**config.mk**
```make
export PLATFORM = sky130hd
export DESIGN_NAME = imem_loader
export DESIGN_NICKNAME = d
export VERILOG_FILES = /design/src/rtl/imem_loader.sv
export SDC_FILE = /design/constraint.sdc
export NUM_CORES = 1
export LEC_CHECK = 0
export CORE_MARGIN = 2
export CORE_UTILIZATION = 50
export DETAILED_ROUTE_END_ITERATION = 8
export GPL_TIMING_DRIVEN = 0
export MAX_ROUTING_LAYER = met4
export PLACE_DENSITY = 0.82
export SETUP_SLACK_MARGIN = 0.05
export SYNTH_ARGS = -nofsm -noshare
export SYNTH_HDL_FRONTEND = slang
export SYNTH_SLANG_ARGS = --single-unit
```
**constraint.sdc**
```tcl
create_clock -name clk -period 5.4 [get_ports clk]
set_input_delay 1.08 -clock clk [delete_from_list [all_inputs] [get_ports clk]]
set_output_delay 1.08 -clock clk [all_outputs]
set_load 0.005 [all_outputs]
```
**src/rtl/imem_loader.sv**
```systemverilog
// -----------------------------------------------------------------------------
// imem_loader
//
// Streams a program byte by byte into an instruction memory. A start request
// with a byte count either rejects the load (too long), completes at once
// (zero length) or opens a LOAD window. In that window each byte offered on
// InData/InValid is accepted and written one cycle later to the next
// sequential address. A running byte count and a modulo-256 checksum are
// kept. Byte i lands at address i, so a word read at address a returns
// {byte a, a+1, a+2, a+3} (big-endian).
//
// Parameters
//   DEPTH    instruction memory size in bytes
//   LENW     width of the byte-count fields (at most 32)
//
// Ports
//   clk      rising-edge clock for all state
//   rst_n    synchronous active-low reset
//   start    single-cycle load request, honoured in IDLE, DONE or ERR
//   abort    cancels a load in progress (ignored outside LOAD)
//   len      number of bytes to load, sampled when start is accepted
//   InData   incoming program byte
//   InValid  InData is valid
//   InReady  loader accepts a byte this cycle (combinational, state==LOAD)
//   WEn      byte write strobe to the instruction memory
//   WAdrs    byte write address
//   WData    byte write data
//   busy     load in progress; used as the CPU fetch hold
//   done     last load completed successfully
//   err      last request was rejected
//   ByteCnt  bytes accepted in the current or last load
//   ChkSum   modulo-256 sum of the accepted bytes
// -----------------------------------------------------------------------------
module imem_loader #(
  parameter int DEPTH = 400,
  parameter int LENW  = 16
) (
  input  logic            clk,
  input  logic            rst_n,
  input  logic            start,
  input  logic            abort,
  input  logic [LENW-1:0] len,
  input  logic [7:0]      InData,
  input  logic            InValid,
  output logic            InReady,
  output logic            WEn,
  output logic [31:0]     WAdrs,
  output logic [7:0]      WData,
  output logic            busy,
  output logic            done,
  output logic            err,
  output logic [LENW-1:0] ByteCnt,
  output logic [7:0]      ChkSum
);

  localparam logic [1:0] S_IDLE = 2'd0;
  localparam logic [1:0] S_LOAD = 2'd1;
  localparam logic [1:0] S_DONE = 2'd2;
  localparam logic [1:0] S_ERR  = 2'd3;

  localparam logic [31:0] DEPTH_W = 32'(DEPTH);

  logic [1:0]      state_q, state_d;
  logic            wen_q, wen_d;
  logic [31:0]     wadrs_q, wadrs_d;
  logic [7:0]      wdata_q, wdata_d;
  logic [LENW-1:0] cnt_q, cnt_d;
  logic [7:0]      sum_q, sum_d;
  logic [LENW-1:0] len_q, len_d;

  logic [LENW-1:0] cnt_inc;
  logic [31:0]     len_ext;

  assign cnt_inc = cnt_q + LENW'(1);
  assign len_ext = 32'(len);

  always_comb begin
    state_d = state_q;
    wen_d   = 1'b0;
    wadrs_d = wadrs_q;
    wdata_d = wdata_q;
    cnt_d   = cnt_q;
    sum_d   = sum_q;
    len_d   = len_q;

    case (state_q)
      S_LOAD: begin
        // abort beats a byte offered in the same cycle: nothing is written
        // and the count/checksum keep their values.
        if (abort) begin
          state_d = S_IDLE;
        end else if (InValid) begin
          wen_d   = 1'b1;
          wadrs_d = 32'(cnt_q);
          wdata_d = InData;
          cnt_d   = cnt_inc;
          sum_d   = sum_q + InData;
          // Since len never exceeds DEPTH, cnt_q stays below DEPTH here and
          // the write address can never run off the end of the memory.
          if (cnt_inc == len_q) begin
            state_d = S_DONE;
          end
        end
      end
      default: begin
        // IDLE, DONE and ERR all accept a new request; abort is irrelevant.
        if (start) begin
          cnt_d = '0;
          sum_d = '0;
          len_d = len;
          if (len_ext > DEPTH_W) begin
            state_d = S_ERR;
          end else if (len == '0) begin
            state_d = S_DONE;
          end else begin
            state_d = S_LOAD;
          end
        end
      end
    endcase
  end

  always_ff @(posedge clk) begin
    if (!rst_n) begin
      state_q <= S_IDLE;
      wen_q   <= 1'b0;
      wadrs_q <= '0;
      wdata_q <= '0;
      cnt_q   <= '0;
      sum_q   <= '0;
      len_q   <= '0;
    end else begin
      state_q <= state_d;
      wen_q   <= wen_d;
      wadrs_q <= wadrs_d;
      wdata_q <= wdata_d;
      cnt_q   <= cnt_d;
      sum_q   <= sum_d;
      len_q   <= len_d;
    end
  end

  assign InReady = (state_q == S_LOAD);
  assign busy    = (state_q == S_LOAD);
  assign done    = (state_q == S_DONE);
  assign err     = (state_q == S_ERR);
  assign WEn     = wen_q;
  assign WAdrs   = wadrs_q;
  assign WData   = wdata_q;
  assign ByteCnt = cnt_q;
  assign ChkSum  = sum_q;

endmodule

```
==> run summary <==
Req. time, crit path = 5610 ps
Final #Nets = 607
Post-synth EDFFs = 0
die area = 8250 µm²
DR iter-0 viols = 193
highest clock rate = 299 MHz
WL final = 10500 µm
peak supply drop = 0.000167 V
largest delay contributor family on the critical path = compound AO/OA/AOI/OAI gates
placed cell areas = 4760 µm²
first-pass GRT wire length = 17300 µm
RSZ-0062 raised after global routing = no
outcome = finished, final reports clean
Synth top area share = 35.6%
multi-input logic area = 2120 µm²
initial antenna violation count = 0
Die W = 90.8 µm
router iterations before antenna repair = 6
IO Count = 98
critical path arrival = 3560 ps
ANT cells = 0
GPL Wtd Cong = 0.920
register area = 1340 µm²
Max stage delay on crit path = 480 ps
prevailing post-synth register cell = dfxtp_1
startpoint types = input port
CP endpoint kind = flop
number of fill cells = 646
die height = 90.8 µm
critical path class = in -> reg
largest net degree at the start of global routing = 11
cell accounting for the most synthesized area = dfxtp_1
Tot GR Track Use = 26.9%
FFs w/ async S/R, synth = 0%
Max clock buf depth = 2
WHS = 463 ps
post-synthesis sequential area ratio = 35.6%
vias in the first global route = 3414
Synth cell types = 60
CTS Buf Count = 9
starting density of the core = 51.7%
clk slew on worst S/H paths = 70 ps
Core Box Area = 7290 µm²
worst slew pin tran = 591 ps
synthesized instance count = 462
clock latency on the worst-skew pair = 340 ps
CTS resizes = 0
via count = 3572
WP buf/inv = 1
synth warn = 0
Final TNS setup = 0 ps
DP Wirelength = 7850 µm
CTS Root Cell = clkbuf_8
Non-Filler Cell Area, Final = 4970 µm²
Routed WL per cell = 15.5 µm
via density per instance = 5.31
CTS HTree Levels = 3
power density over cell area = 222 nW/µm²
ANT nets after route = 0
Syn-to-layout area delta = 31.8%
relative slew slack = 59.6%
Rows = 31
Clock Sinks = 67
Max Cap Violations = 0
Slew Viols, Final = 0
# port buffers = 81
crit-path cells = clkdlybuf4s50_1, ha_1, a21o_1, a21oi_1, o21bai_1, a2111oi_0, nor3_1, o2111ai_1, or3b_2
Critical Path Fanout Max = 3
HP Class = reg -> reg
final setup vio count = 0
leak pwr = 1.84 nW
top cells by area, synth = dfxtp_1 (36%), nand2_1 (9.9%), a21boi_0 (9.4%), xnor2_1 (3.9%), buf_4 (3.6%)
period utilization = 61.9%
syn_area_per_cell = 8.16 µm²
slowest cell on the critical path = clkdlybuf4s50_1
total grt overflow = 0
hold bufs inserted after CTS = 0
post-CTS setup buffer count = 0
Final Hold Viols = 0
CTS tree = yes
Yosys reg bits = 67
DRC errors left = 0
Mapped Area = 3770 µm²
layout cells sized above 1 = 9.41%
Worst Skew = 10.3 ps
minimum clock period = 3340 ps
## sequential cells by signal, summed over array words and instances, names as in the netlist
name	count
ByteCnt	16
WAdrs	16
len_q	16
ChkSum	8
WData	8
state_q	2
WEn	1
## worst paths after layout
kind                   start    endpoint  slack (ps)  depth (start not counted)
hold / removal      WData[0]    WData[0]         460                          2
hold reg to reg     WData[0]    WData[0]         460                          2
setup reg to reg  ByteCnt[1]  state_q[0]        2770                          8
setup / recovery   InData[1]   ChkSum[7]        2060                          9
## synth_stat cells, drive strengths merged (2+ instances only)
cell,count
a2111oi,2
a21boi,47
a21o,2
a21oi,17
a22oi,2
and2,9
and3,3
and4,2
buf,33
clkbuf,17
dfxtp,67
ha,8
inv,6
nand2,100
nand3,17
nand3b,2
nand4,4
nand4b,2
nor2,12
nor2b,12
nor3,9
nor4,9
o2111ai,2
o211a,3
o211ai,3
o21a,3
o21ai,21
o21bai,2
or3,3
or4,2
xnor2,17
xor2,8
## worst reg2reg max path, cell delays in order, from the launching register on
cell	delay [ps]
dfxtp_1	470
ha_1	370
and3_4	270
nand2_4	80
o41a_1	440
a311o_1	330
nor4_4	330
o21ai_1	90
o211a_1	130
## cell usage in the layout (no fill, tap or decap), drive strengths merged, types with 8 or more instances in the layout
cell / Yosys / layout
nor2: 12 / 12
o21ai: 21 / 21
a21oi: 17 / 17
ha: 8 / 8
conb: 1 / 16
clkbuf: 17 / 32
nor3: 9 / 9
nand2: 100 / 100
nor4: 9 / 9
dfxtp: 67 / 67
clkdlybuf4s50: 0 / 81
nand3: 17 / 17
nor2b: 12 / 12
buf: 33 / 33
a21boi: 47 / 47
and2: 9 / 9
xor2: 8 / 8
xnor2: 17 / 17
## stage by stage
stage                     util (%)  power [mW]  setup WS, ps  instances
after floorplan                  -       0.612          2480        477
after global placement        65.3       0.668          1800        657
after detailed placement      65.3       0.671          1720        657
after CTS                     68.1        1.10          2080        673
after global routing          68.1        1.15          1860        673
final                         68.1        1.10          2060        673
## power by group
part,internal (mW),switching [mW],total (mW)
clock,0.252,0.188,0.440
combinational,0.0732,0.0728,0.146
sequential,0.506,0.0106,0.517
total,0.832,0.271,1.10
## metal layers
metal	up-vias	global-route usage, %	share of wire [%]	wire length [µm]
li1	1774	-	-	-
met1	1657	34.5	46	4800
met2	131	44.3	48	4970
met3	10	4.09	5.3	558
met4	0	7.70	1.1	120
met5	-	-	0	0
## layout make-up
| class | instances | share of cell area (%) |
|---|---|---|
| multi-input cells | 353 | 42.7 |
| flip-flops and latches | 67 | 27.0 |
| repair buffers | 81 | 16.3 |
| plain buffers | 51 | 6.87 |
| clock buffers | 15 | 3.55 |
| well taps | 99 | 2.49 |
| clock inverters | 1 | 0.604 |
| inverters | 6 | 0.453 |
## logic make-up after synthesis
group	count (synthesis)	share of synthesized area (%)
adder cells (fa/ha/maj)	9	3.19
buffers and inverters	57	9.65
AND/OR/NAND/NOR	190	25.0
AO/OA/AOI/OAI	113	20.7
flip-flops	67	35.6
XOR/XNOR	25	5.81
other	1	0.0994
Note: power is estimated with default switching activity, not from simulation.
